### src/rtl/demapper_read_arbiter_if.sv
// Host/controller-side signal bundle for the demapper read arbiter.
// The master modport is the arbiter; the slave modport is the hosts and FIFO side.
interface demapper_read_arbiter_if;
   logic [1:0] req;
   logic       available;
   logic       rdempty;
   logic       read;
   logic [1:0] grant;
   logic       symbol_valid;
   logic [1:0] burst_done;
   logic       timeout_err;
   logic       busy;

   modport master (
      input  req, available, rdempty,
      output read, grant, symbol_valid, burst_done, timeout_err, busy
   );

   modport slave (
      output req, available, rdempty,
      input  read, grant, symbol_valid, burst_done, timeout_err, busy
   );
endinterface

### src/rtl/demapper_read_arbiter.sv
// Two-host round-robin arbiter for demapped-symbol readout bursts.
// Each burst is bounded by BURST_LEN symbols, host withdrawal, or a stall timeout.
module demapper_read_arbiter #(
   parameter int BURST_LEN = 16,
   parameter int TIMEOUT   = 255
) (
   input  logic                    dclk,
   input  logic                    reset,
   demapper_read_arbiter_if.master bus
);
   typedef enum logic [1:0] {IDLE, GRANT, READ, DONE} state_t;

   localparam logic [7:0] BURST_LEN_C = 8'(BURST_LEN);
   localparam logic [7:0] TIMEOUT_C   = 8'(TIMEOUT);

   state_t     state_q;
   logic       ptr_q;
   logic       winner_q;
   logic [7:0] burst_q;
   logic [7:0] stall_q;
   logic       read_q;
   logic [1:0] grant_q;
   logic [1:0] done_q;
   logic       terr_q;
   logic       busy_q;

   logic [7:0] burst_d;
   logic [7:0] stall_d;
   logic       sym_vld;
   logic       abort;
   logic       full;
   logic       stalled;
   logic       pick;

   function automatic logic [7:0] sat_inc(input logic [7:0] v);
      return (v == 8'hFF) ? v : v + 8'd1;
   endfunction

   function automatic logic [1:0] one_hot(input logic host);
      return host ? 2'b10 : 2'b01;
   endfunction

   assign sym_vld = (state_q == READ) && !bus.rdempty;

   // A lone requester wins outright; the pointer only breaks ties.
   assign pick = (bus.req == 2'b11) ? ptr_q : bus.req[1];

   always_comb begin
      burst_d = burst_q;
      stall_d = stall_q;
      if (sym_vld) begin
         burst_d = sat_inc(burst_q);
         stall_d = 8'd0;
      end else if (bus.rdempty) begin
         stall_d = sat_inc(stall_q);
      end
      abort   = !bus.req[winner_q] && !sym_vld;
      full    = (burst_d == BURST_LEN_C);
      stalled = (stall_d == TIMEOUT_C);
   end

   always_ff @(posedge dclk or negedge reset) begin
      if (!reset) begin
         state_q  <= IDLE;
         ptr_q    <= 1'b0;
         winner_q <= 1'b0;
         burst_q  <= 8'd0;
         stall_q  <= 8'd0;
         read_q   <= 1'b0;
         grant_q  <= 2'b00;
         done_q   <= 2'b00;
         terr_q   <= 1'b0;
         busy_q   <= 1'b0;
      end else begin
         case (state_q)
            IDLE: begin
               done_q <= 2'b00;
               if (bus.available && (bus.req != 2'b00)) begin
                  winner_q <= pick;
                  grant_q  <= one_hot(pick);
                  read_q   <= 1'b1;
                  busy_q   <= 1'b1;
                  state_q  <= GRANT;
               end
            end
            GRANT: begin
               burst_q <= 8'd0;
               stall_q <= 8'd0;
               state_q <= READ;
            end
            READ: begin
               burst_q <= burst_d;
               stall_q <= stall_d;
               if (abort || full || stalled) begin
                  read_q  <= 1'b0;
                  grant_q <= 2'b00;
                  done_q  <= one_hot(winner_q);
                  state_q <= DONE;
                  // Timeout is flagged only when it is the deciding exit reason.
                  if (!abort && !full) begin
                     terr_q <= 1'b1;
                  end
               end
            end
            DONE: begin
               done_q  <= 2'b00;
               ptr_q   <= ~winner_q;
               busy_q  <= 1'b0;
               state_q <= IDLE;
            end
            default: begin
               state_q <= IDLE;
            end
         endcase
      end
   end

   assign bus.read         = read_q;
   assign bus.grant        = grant_q;
   assign bus.symbol_valid = sym_vld;
   assign bus.burst_done   = done_q;
   assign bus.timeout_err  = terr_q;
   assign bus.busy         = busy_q;
endmodule

### src/flat_wrapper.sv
// flat-port wrapper written by rule: the top's interface ports become plain ports
module demapper_read_arbiter_flat 
#(
   parameter int BURST_LEN = 16,
   parameter int TIMEOUT   = 255
)
  (dclk, reset, bus_req, bus_available, bus_rdempty, bus_read, bus_grant, bus_symbol_valid, bus_burst_done, bus_timeout_err, bus_busy);
  demapper_read_arbiter_if bus_i ();
  input  logic dclk;
  input  logic reset;
  input wire logic [$bits(bus_i.req)-1:0] bus_req;
  input wire logic [$bits(bus_i.available)-1:0] bus_available;
  input wire logic [$bits(bus_i.rdempty)-1:0] bus_rdempty;
  output wire logic [$bits(bus_i.read)-1:0] bus_read;
  output wire logic [$bits(bus_i.grant)-1:0] bus_grant;
  output wire logic [$bits(bus_i.symbol_valid)-1:0] bus_symbol_valid;
  output wire logic [$bits(bus_i.burst_done)-1:0] bus_burst_done;
  output wire logic [$bits(bus_i.timeout_err)-1:0] bus_timeout_err;
  output wire logic [$bits(bus_i.busy)-1:0] bus_busy;
  assign bus_i.req = bus_req;
  assign bus_i.available = bus_available;
  assign bus_i.rdempty = bus_rdempty;
  assign bus_read = bus_i.read;
  assign bus_grant = bus_i.grant;
  assign bus_symbol_valid = bus_i.symbol_valid;
  assign bus_burst_done = bus_i.burst_done;
  assign bus_timeout_err = bus_i.timeout_err;
  assign bus_busy = bus_i.busy;
  demapper_read_arbiter #(.BURST_LEN(BURST_LEN), .TIMEOUT(TIMEOUT)) u_core (.dclk(dclk), .reset(reset), .bus(bus_i));
endmodule
### config.mk
export PLATFORM = sky130hd
export DESIGN_NAME = demapper_read_arbiter_flat
export DESIGN_NICKNAME = d
export VERILOG_FILES = /design/src/rtl/demapper_read_arbiter_if.sv /design/src/rtl/demapper_read_arbiter.sv /design/src/flat_wrapper.sv
export SDC_FILE = /design/constraint.sdc
export NUM_CORES = 1
export LEC_CHECK = 0
export BUFFER_PORTS_ARGS = -buffer_cell sky130_fd_sc_hd__buf_2
export CORE_MARGIN = 4
export CORE_UTILIZATION = 40
export DETAILED_ROUTE_END_ITERATION = 8
export MAX_ROUTING_LAYER = met4
export PLACE_DENSITY = 0.59
export SLEW_MARGIN = 0
export SYNTH_ARGS = -nofsm -noshare
export SYNTH_HDL_FRONTEND = slang
export SYNTH_SLANG_ARGS = --single-unit
### constraint.sdc
create_clock -name dclk -period 5.23 [get_ports dclk]
set_input_delay 0.523 -clock dclk [delete_from_list [all_inputs] [get_ports dclk]]
set_output_delay 0.523 -clock dclk [all_outputs]
set_load 0.005 [all_outputs]
== Yosys cells after proc, flatten, opt, wreduce, memory -nomap -nowiden ==
Index checks and enable logic that the tools add are counted.

* Output and inout bits: 8
* Bits of input ports: 6
* Logic and storage cells: 72
* Register bits: 27

* $lt $le $gt $ge: 1
* Muxes and demuxes: 24
* Eq/ne operators: 10
* Bitwise logic cells: 1
* Reduce and logical (&&, ||, !) cells: 24
* Add/sub/neg operators: 2

{| class="wikitable"
|+ Operator list
! cell !! count
|-
| two-way mux 8 bit || 5
|-
| one-hot mux 8 bit (2 select lines) || 2
|-
| == test 8 bit, second input constant || 3
|-
| adder 8 x 1 -> 8 bit, second input constant || 2
|-
| two-way mux 2 bit || 7
|-
| nonzero test 2 bit || 5
|-
| == test 8 x 5 -> 1 bit, second input constant || 1
|-
| one-hot mux 2 bit (2 select lines) || 2
|-
| one-hot mux 2 bit (4 select lines) || 1
|-
| AND reduction 2 bit || 4
|-
| == test 2 bit, second input constant || 3
|-
| AND reduction 3 bit || 2
|-
| logical NOT 1 bit || 5
|-
| two-way mux 1 bit || 5
|-
| logical AND 1 bit || 4
|-
| one-hot mux 1 bit (2 select lines) || 2
|-
| == test 2 x 1 -> 1 bit, second input constant || 1
|-
| logical NOT 2 bit || 1
|-
| logical OR 1 bit || 2
|-
| < comparator 1 x 2 -> 1 bit, second input constant || 1
|-
| inequality test 2 x 1 -> 1 bit, second input constant || 1
|-
| inequality test 2 bit, second input constant || 1
|-
| OR reduction 2 bit || 1
|-
| NOT 1 bit || 1
|}

== Logic depth before layout (Yosys ltp) ==
Gate-level depths: netlist of run 1.

* Depth in word-level cells: 8
* Depth in mapped cells: 11
* Depth with buffers taken out: 10

== Worst setup path before layout of run 1 ==
OpenSTA, ideal clock, no wires.

* Kind: register -> register
* Start: register u_core.stall_q[0]
* End: register u_core.state_q[1]
* Stages on the path, launching flop included: 8
* Data required time: 5.102 ns
* Path buffers: 0
* Setup slack: 3.005 ns
* Data arrival time: 2.097 ns
* Setup time: 0.128 ns
* Period minus slack after synthesis: 2.225 ns
* Cells stage by stage: dfrtp_1 > ha_1 > and3_1 > a211oi_2 > mux2i_1 > nor4_4 > o21ai_2 > mux2_1

* Cells in the longest elaborated chain, start to end: 8
* Elaborated cells between the ends (all ways): 9
* Those cells by class: 1 x add/sub; 3 x eq/ne; 3 x mux; 2 x reduce/logical

{| class="wikitable"
|+ Ends and longest elaborated chain
! element !! line !! source
|-
| start, declared || demapper_read_arbiter.sv:20 || <nowiki>logic [7:0] stall_q;</nowiki>
|-
| start signal, assigned || demapper_read_arbiter.sv:93 || <nowiki>stall_q <= stall_d;</nowiki>
|-
| adder 8 x 1 -> 8 bit / == test 8 bit (equally long branches) || demapper_read_arbiter.sv:36 || <nowiki>return (v == 8'hFF) ? v : v + 8'd1;</nowiki>
|-
| two-way mux 8 bit || demapper_read_arbiter.sv:36 ||
|-
| two-way mux 8 bit (*) || demapper_read_arbiter.sv:54 || <nowiki>end else if (bus.rdempty) begin</nowiki>
|-
| two-way mux 8 bit (*) || demapper_read_arbiter.sv:51 || <nowiki>if (sym_vld) begin</nowiki>
|-
| == test 8 bit (*) || demapper_read_arbiter.sv:59 || <nowiki>stalled = (stall_d == TIMEOUT_C);</nowiki>
|-
| logical OR 1 bit (*) || demapper_read_arbiter.sv:94 || <nowiki>if (abort || full || stalled) begin</nowiki>
|-
| inequality test 2 bit (no line) (*) || n/a ||
|-
| AND reduction 2 bit (no line) (*) || n/a ||
|-
| end signal, assigned || demapper_read_arbiter.sv:64 || <nowiki>state_q <= IDLE;</nowiki>
|-
| end signal, assigned || demapper_read_arbiter.sv:89 || <nowiki>state_q <= READ;</nowiki>
|-
| end signal, assigned || demapper_read_arbiter.sv:98 || <nowiki>state_q <= DONE;</nowiki>
|-
| end, declared || demapper_read_arbiter.sv:16 || <nowiki>state_t state_q;</nowiki>
|}

Every way passes the cells marked *; elsewhere a longest branch is shown, timed or not.
A chain may end at the register's enable or synchronous reset.

== Worst setup path after layout of run 1 ==
* Start: register u_core.state_q[0]
* End: register u_core.state_q[1]

* Cells in the longest elaborated chain, start to end: 8
* Elaborated cells between the ends (all ways): 17
* Those cells by class: 7 x eq/ne; 3 x mux; 7 x reduce/logical

{| class="wikitable"
|+ Ends and longest elaborated chain
! element !! line !! source
|-
| start signal, assigned || demapper_read_arbiter.sv:64 ||
|-
| start signal, assigned || demapper_read_arbiter.sv:83 || <nowiki>state_q <= GRANT;</nowiki>
|-
| start signal, assigned || demapper_read_arbiter.sv:89 ||
|-
| == test 2 bit || demapper_read_arbiter.sv:43, demapper_read_arbiter.sv:75 ||
|-
| logical AND 1 bit || demapper_read_arbiter.sv:43 || <nowiki>assign sym_vld = (state_q == READ) && !bus.rdempty;</nowiki>
|-
| two-way mux 8 bit / logical NOT 1 bit (equally long branches) || demapper_read_arbiter.sv:51, demapper_read_arbiter.sv:57 ||
|-
| == test 8 x 5 -> 1 bit / logical AND 1 bit (equally long branches) || demapper_read_arbiter.sv:58, demapper_read_arbiter.sv:57 ||
|-
| logical OR 1 bit (2 in a row) || demapper_read_arbiter.sv:94 ||
|-
| inequality test 2 bit (no line) || n/a ||
|-
| AND reduction 2 bit (no line) || n/a ||
|}

Several ways; a longest one is shown, not always the timed one.

==> results of run 1 <==
[power groups by stage]
stage / clock, W / combinational (W) / sequential (W)
2_1_floorplan: 0 / 0.000312 / 0.000290
3_3_place_gp: 0 / 0.000408 / 0.000298
3_5_place_dp: 0 / 0.000406 / 0.000300
4_1_cts: 0.000126 / 0.000410 / 0.000296
5_1_grt: 0.000135 / 0.000457 / 0.000302
6_report: 0.000120 / 0.000406 / 0.000296
[flip-flops by register name, indices dropped and copies added (netlist names), 2 cells and up]
signal and cells:
u_core.burst_q 8, u_core.bus.burst_done 2, u_core.bus.grant 2, u_core.stall_q 8
u_core.state_q 2
[routing by layer]
metal	vias up	global-route usage
met4	0	0.0374
met2	34	0.238
met5	-	-
met1	783	0.226
li1	848	-
met3	6	0.0174
[layout by cell type (no fill, tap or decap), types with 5 or more instances in the layout]
cell / synthesis / routed
sky130_fd_sc_hd__nand3_1: 9 / 9
sky130_fd_sc_hd__nand2_1: 24 / 24
sky130_fd_sc_hd__o21ai_0: 13 / 13
sky130_fd_sc_hd__dfrtp_1: 27 / 27
sky130_fd_sc_hd__nor2_1: 11 / 11
sky130_fd_sc_hd__buf_2: 5 / 13
sky130_fd_sc_hd__inv_1: 16 / 16
sky130_fd_sc_hd__o22ai_1: 5 / 5
sky130_fd_sc_hd__ha_1: 6 / 6
sky130_fd_sc_hd__a21oi_1: 20 / 20
sky130_fd_sc_hd__nor3_1: 6 / 6
[worst reg2reg max path, delay by kind of cell (launching register included)]
| family | cells | cell delay, ns |
|---|---|---|
| adder cells (fa/ha/maj) | 1 | 0.57 |
| flip-flops | 1 | 0.39 |
| AO/OA/AOI/OAI | 4 | 0.94 |
| multiplexers | 1 | 0.34 |
| buffers and inverters | 2 | 0.36 |
[through the flow]
stage                     instances  hold slack, ns  utilization  worst slack, ns
after floorplan                 222           0.227            -             3.00
after CTS                       284           0.275        0.440             2.49
after global placement          280           0.445        0.431             2.55
final                           284           0.257        0.440             2.53
after detailed placement        280           0.450        0.431             2.52
after global routing            284           0.297        0.440             2.29
[worst paths after layout]
path / cells after the start / from / to
hold reg to reg: 1 / u_core.bus.timeout_err$_DFFE_PN0P_ / u_core.bus.timeout_err$_DFFE_PN0P_
setup reg to reg: 8 / u_core.state_q[0]$_DFFE_PN0P_ / u_core.state_q[1]$_DFFE_PN0P_
max in group asynchronous: 1 / reset / u_core.stall_q[0]$_DFFE_PN0P_
hold / removal: 1 / reset / u_core.burst_q[1]$_DFFE_PN0P_
min in group dclk: 1 / u_core.bus.timeout_err$_DFFE_PN0P_ / u_core.bus.timeout_err$_DFFE_PN0P_
setup / recovery: 8 / u_core.state_q[0]$_DFFE_PN0P_ / u_core.state_q[1]$_DFFE_PN0P_
[cell type report]
| type | instances | area share |
|---|---|---|
| Multi-Input combinational cell | 168 | 0.553 |
| Sequential cell | 27 | 0.327 |
| Inverter | 18 | 0.0339 |
| Tap cell | 54 | 0.0327 |
| Timing Repair Buffer | 13 | 0.0315 |
| Clock buffer | 4 | 0.0218 |
[kinds of logic after synthesis]
kind of cell | after synthesis
buffers and inverters | 27
adders and majority gates | 6
AOI/OAI and AO/OA | 76
DFF | 27
muxes | 6
and+or+nand+nor | 80
==> results.cfg, run 1 <==
[timing]
timing.final.max_slew_violations = 0
final_period_minus_worst_setup_slack_ns = 2.70
fin_hold_viols = 0
worst_pin_slew_ns = 0.923
grt_setup_unrepaired = no
setup_viol = 0
final.setup.tns_ns = 0
layout_worst_path_cycle_share = 0.516
max_clock_freq_mhz = 370
slew-limit-headroom = 0.385
clock_skew_ns = 0.00256

[die]
dieWidth_um = 77.6
die_area_um2 = 6020
die_height_um = 77.6
row_count = 25
initial_standard_cell_utilization_of_the_core = 0.413
core_um2 = 4690
boundaryPins = 14

[worst_setup_path]
crit_top_cell = sky130_fd_sc_hd__inv_1
worstSetupStartpointType = flop
critical_path_arrival_ns = 2.86
crit_path_max_incr_delay_ns = 0.57
reg2reg_slack_ns = 2.53
timing.critical_path.required_ns = 5.39
worstSetupPathType = flop to flop
critical_path.endpoint_type = flop
path_cells = inv_1 -> ha_1 -> inv_1 -> a21oi_1 -> o31ai_1 -> o211a_2 -> o21ai_2 -> mux2_1
slowest_stage = sky130_fd_sc_hd__ha_1
critical-path-top-delay-family = compound AO/OA/AOI/OAI gates
critPathMaxFanout = 16
critical_path_buf_inv_count = 2

[grt]
wire_length_of_the_first_global_routing_pass_um = 7580
maximum_number_of_pins_on_one_net_before_global_route_repair = 34
grt_antenna_before_repair = 0
globalRoute.totalOverflow = 0
grt.total_usage = 0.157
first_global_vias = 1538

[logic_synthesis]
yosysTopAreaCell = sky130_fd_sc_hd__dfrtp_1
seq_area_frac_synth = 0.349
yosys.area_share.simple = 0.243
post_synthesis_cell_area_um2 = 1940
number_of_enable_type_register_cells_in_the_synthesized_netlist = 0
synth_top_area_frac = 0.349
post_synth.cell_area_avg_um2 = 8.72
dominant_combinational_cell_family_by_area_after_synthesis = compound AO/OA/AOI/OAI gates
postSynthRegisterBits = 27
post_synth_inst_count = 222
post_synth_mux_area_share = 0.0323
synth.cells.most_frequent = 27 x sky130_fd_sc_hd__dfrtp_1, 24 x sky130_fd_sc_hd__nand2_1, 20 x sky130_fd_sc_hd__a21oi_1
synth_most_common_cell = sky130_fd_sc_hd__dfrtp_1
parity_gate_share_of_the_synthesized_area_counting_xor_and_xnor_cells = 0
postSynthNetCount = 234
async_flop_share = 1.00
ys_dominant_reg_cell = sky130_fd_sc_hd__dfrtp_1
synth_compound_gate_area_share = 0.276
yosys.area_share.adder = 0.0388
yosys_warnings = 0
netlist_top_cells_area = sky130_fd_sc_hd__dfrtp_1 35%, sky130_fd_sc_hd__a21oi_1 5.2%, sky130_fd_sc_hd__nand2_1 4.7%
ys_types = 64

[outcome]
run_status = finished, final reports clean

[clock_network]
cts.clk_slew.worst_paths_ns = 0.09
clk_path_buf_depth = 2
clock_sink_count = 27
cts_resized = 0
insertion_delay_ns = 0.27
cts_buffers = 3
clock_tree.root_cell = sky130_fd_sc_hd__clkbuf_8
post-cts-setup-buffers = 0
cts_hold_buffers = 0
cts_tree = yes
htreeDepth = 1

[placed_design]
place.detailed.hpwl_um = 3180
placement.io_buffers = 13
gpl.final_weighted_congestion = 0.885
placed_area_um2 = 2020

[final_layout]
seqCellArea_um2 = 676
diodes = 0
area_growth_pct = 6.72
final_layout_size_suffix_gt1_frac = 0.143
layout_nets = 243
final_cell_area_excluding_filler_cells_um2 = 2070
layout.filler_cells = 461
multiInputGateArea_um2 = 1140

[worst_hold_path]
path_class_of_the_lowest_slack_min_delay_path = input pin to async pin

[power]
p_int_w = 0.000454
share_of_power_burned_in_the_clock_network = 0.146
total_power_w = 0.000822
switching_share = 0.448
vdd_drop_max_uv = 284
power_frac_comb = 0.494
netSwitchingPower_w = 0.000369
p_leak_nw = 0.890
power.density_nw_per_um2 = 398
share_seq_of_total_power = 0.360

[route]
met1Wirelength_um = 2260
drt-pass1-iter-count = 4
drtAntennaViolNets = 0
detail_route.iter0.violations = 114
drt-vias-per-instance = 5.88
dr_wl_met3_um = 161
wl_met2_um = 1990
top_layer = met4
routed_wire_length_per_instance_um = 15.7
detail_route.wirelength_um = 4470
drcViolationCount = 0
dr_total_vias = 1671

[job]
drv.max_cap_violation_count = 0
Note: power is estimated with default switching activity, not from simulation.
==> inputs of run 2 (changes only) <==
--- a/config.mk
+++ b/config.mk
@@ -5,6 +5,7 @@
 export SDC_FILE = /design/constraint.sdc
 export NUM_CORES = 1
 export LEC_CHECK = 0
+export ABC_AREA = 1
 export BUFFER_PORTS_ARGS = -buffer_cell sky130_fd_sc_hd__buf_2
 export CORE_MARGIN = 4
 export CORE_UTILIZATION = 40
==> constraint.sdc (replaced) <==
create_clock -name dclk -period 2.7 [get_ports dclk]
set_input_delay 0.27 -clock dclk [delete_from_list [all_inputs] [get_ports dclk]]
set_output_delay 0.27 -clock dclk [all_outputs]
set_load 0.005 [all_outputs]
==> run 2 against run 1 <==
  * Critical path depth up 7
  * Non-clock buffer count is 2 higher
  * The flow now finishes with violations (negative hold slack)
  * Final area is 1.8% lower
  * Power rose by 100%
  * Flip-flop and latch count did not move
  * Clock power rose by 94%
  * Core utilization rose by 1.6 points
  * Sequential power is 110% higher
  * Critical endpoint is now u_core.bus.read$_DFFE_PN0P_
  * Global-route usage decreased by 0.61 points
  * Area after synthesis decreased by 2.9%
==> results.cfg, run 2 <==
[final_layout]
layout.filler_cells = 466
final_layout_size_suffix_gt1_frac = 0.214
layout_commonest_cell = sky130_fd_sc_hd__nand2_1
diodes = 0
most_frequent_cells_in_the_layout = 66 x sky130_fd_sc_hd__nand2_1, 27 x sky130_fd_sc_hd__inv_1, 27 x sky130_fd_sc_hd__dfrtp_1
reg_top3 = u_core.burst_q x8, u_core.stall_q x8
layout_nets = 279
area_growth_pct = 7.92

[clock_network]
cts_hold_buffers = 0
post-cts-setup-buffers = 0
insertion_delay_ns = 0.27
clk_path_buf_depth = 2
cts_buffers = 3
clock_tree.root_cell = sky130_fd_sc_hd__clkbuf_8
cts_tree = yes
clock_sink_count = 27
cts.clk_slew.worst_paths_ns = 0.10
htreeDepth = 1
cts_resized = 0

[power]
p_leak_nw = 0.981
power.density_nw_per_um2 = 809
vdd_drop_max_uv = 407

[timing]
slew-limit-headroom = 0.600
clock_skew_ns = 0.00447
final_period_minus_worst_setup_slack_ns = 2.24
layout_worst_path_cycle_share = 0.828
grt_setup_unrepaired = no
fin_worst_hold_slack_ns = -0.00418
max_clock_freq_mhz = 447
fin_hold_viols = 21
final.setup.tns_ns = 0
worst_pin_slew_ns = 0.601
timing.final.max_slew_violations = 0
setup_viol = 0

[logic_synthesis]
yosysTopAreaCell = sky130_fd_sc_hd__dfrtp_1
ys_dominant_reg_cell = sky130_fd_sc_hd__dfrtp_1
postSynthRegisterBits = 27
async_flop_share = 1.00
post_synthesis_cell_area_um2 = 1880
postSynthNetCount = 264
post_synth_inst_count = 252
synth_most_common_cell = sky130_fd_sc_hd__nand2_1
post_synth.cell_area_avg_um2 = 7.46
yosys_warnings = 0
netlist_top_cells_area = sky130_fd_sc_hd__dfrtp_1 36%, sky130_fd_sc_hd__nand2_1 13%, sky130_fd_sc_hd__nand3_1 6.1%
ys_types = 34
seq_area_frac_synth = 0.360
synth_top_area_frac = 0.360
synth.cells.most_frequent = 66 x sky130_fd_sc_hd__nand2_1, 27 x sky130_fd_sc_hd__dfrtp_1, 27 x sky130_fd_sc_hd__inv_1
number_of_enable_type_register_cells_in_the_synthesized_netlist = 0

[worst_setup_path]
reg2reg_slack_ns = 0.46
path_cells = inv_1 -> ha_1 -> inv_2 -> nor2_8 -> nand3_1 -> nand2_1 -> nand2_2 -> nor2_2 -> nand2_2 -> nor2_4 -> nor2_4 -> nand2_4 -> nand3_2 -> nand2_1 -> nand2_1
critPathMaxFanout = 17
crit_path_max_incr_delay_ns = 0.41
timing.critical_path.required_ns = 2.87
worstSetupStartpointType = flop
worstSetupPathType = flop to flop
critical_path.endpoint_type = flop
crit_top_cell = sky130_fd_sc_hd__nand2_1
slowest_stage = sky130_fd_sc_hd__dfrtp_1
critical_path_arrival_ns = 2.40

[outcome]
failed_checks = negative hold slack
run_status = complete, but fails checks

[route]
detail_route.wirelength_um = 3970
routed_wire_length_per_instance_um = 12.5
detail_route.iter0.violations = 100
drcViolationCount = 0
drtAntennaViolNets = 0
dr_total_vias = 1623
drt-vias-per-instance = 5.10
drt-pass1-iter-count = 4

[placed_design]
placement.io_buffers = 13
place.detailed.hpwl_um = 3080
gpl.final_weighted_congestion = 0.889

[grt]
maximum_number_of_pins_on_one_net_before_global_route_repair = 28
grt.total_usage = 0.151
globalRoute.totalOverflow = 0
first_global_vias = 1507
grt_antenna_before_repair = 0
wire_length_of_the_first_global_routing_pass_um = 7090

[die]
row_count = 24
boundaryPins = 14
dieWidth_um = 76.5
die_height_um = 76.5
die_area_um2 = 5860
core_um2 = 4440
initial_standard_cell_utilization_of_the_core = 0.423

[job]
drv.max_cap_violation_count = 0

[worst_hold_path]
path_class_of_the_lowest_slack_min_delay_path = input pin to async pin
## run 2: logic make-up after synthesis
| group | count (synthesis) | share of synthesized area |
|---|---|---|
| adder cells (fa/ha/maj) | 6 | 0.0399 |
| flip-flops | 27 | 0.360 |
| AND/OR/NAND/NOR | 144 | 0.389 |
| AO/OA/AOI/OAI | 33 | 0.103 |
| XOR/XNOR | 3 | 0.0180 |
| buffers and inverters | 39 | 0.0899 |
## run 2: final timing paths
path | from | depth (start not counted) | endpoint
hold reg to reg | u_core.bus.burst_done[1]$_DFFE_PN0P_ | 2 | u_core.bus.burst_done[1]$_DFFE_PN0P_
setup / recovery | u_core.state_q[0]$_DFFE_PN0P_ | 15 | u_core.bus.read$_DFFE_PN0P_
max in group asynchronous | reset | 1 | u_core.stall_q[4]$_DFFE_PN0P_
hold / removal | reset | 1 | u_core.bus.timeout_err$_DFFE_PN0P_
min in group dclk | bus_req[1] | 3 | u_core.winner_q$_DFFE_PN0P_
setup reg to reg | u_core.state_q[0]$_DFFE_PN0P_ | 15 | u_core.bus.read$_DFFE_PN0P_
## run 2: area by class of cell
type / instances / area (um^2) / share of cell area
Clock buffer: 4 / 45.0 / 0.0222
Inverter: 34 / 128 / 0.0629
Multi-Input combinational cell: 186 / 1030 / 0.510
Sequential cell: 27 / 676 / 0.333
Tap cell: 52 / 65.1 / 0.0321
Timing Repair Buffer: 15 / 80.1 / 0.0395
## run 2: routing by layer
| layer | global-route usage | vias to the layer above | share of wire |
|---|---|---|---|
| li1 | - | 847 | - |
| met1 | 0.204 | 746 | 0.48 |
| met2 | 0.240 | 28 | 0.48 |
| met3 | 0.0296 | 2 | 0.035 |
| met4 | 0.0254 | 0 | 0.0048 |
| met5 | - | - | 0 |
## run 2: metrics by stage
| step | setup slack (ns) | util | instance area, um^2 | std cells | power, W |
|---|---|---|---|---|---|
| after global placement | 0.538 | 0.446 | 1980 | 314 | 0.00142 |
| after detailed placement | 0.454 | 0.446 | 1980 | 314 | 0.00142 |
| after global routing | 0.211 | 0.456 | 2030 | 318 | 0.00180 |
| final | 0.464 | 0.456 | 2030 | 318 | 0.00164 |
| after floorplan | 0.807 | - | 1880 | 252 | 0.00119 |
| after CTS | 0.439 | 0.456 | 2030 | 318 | 0.00166 |
## run 2: worst max-delay path, delay by kind of cell, from the launching register on
kind                     cells  cell delay (ns)
flip-flops                   1             0.41
AND/OR/NAND/NOR             12             1.16
buffers and inverters        2             0.23
adder cells (fa/ha/maj)      1             0.34
## run 2: report_power, final
group	internal, W	total (W)	switching [W]
logic	0.000279	0.000796	0.000517
clock network	0.000106	0.000233	0.000127
registers	0.000513	0.000612	0.0000987
total	0.000898	0.00164	0.000743
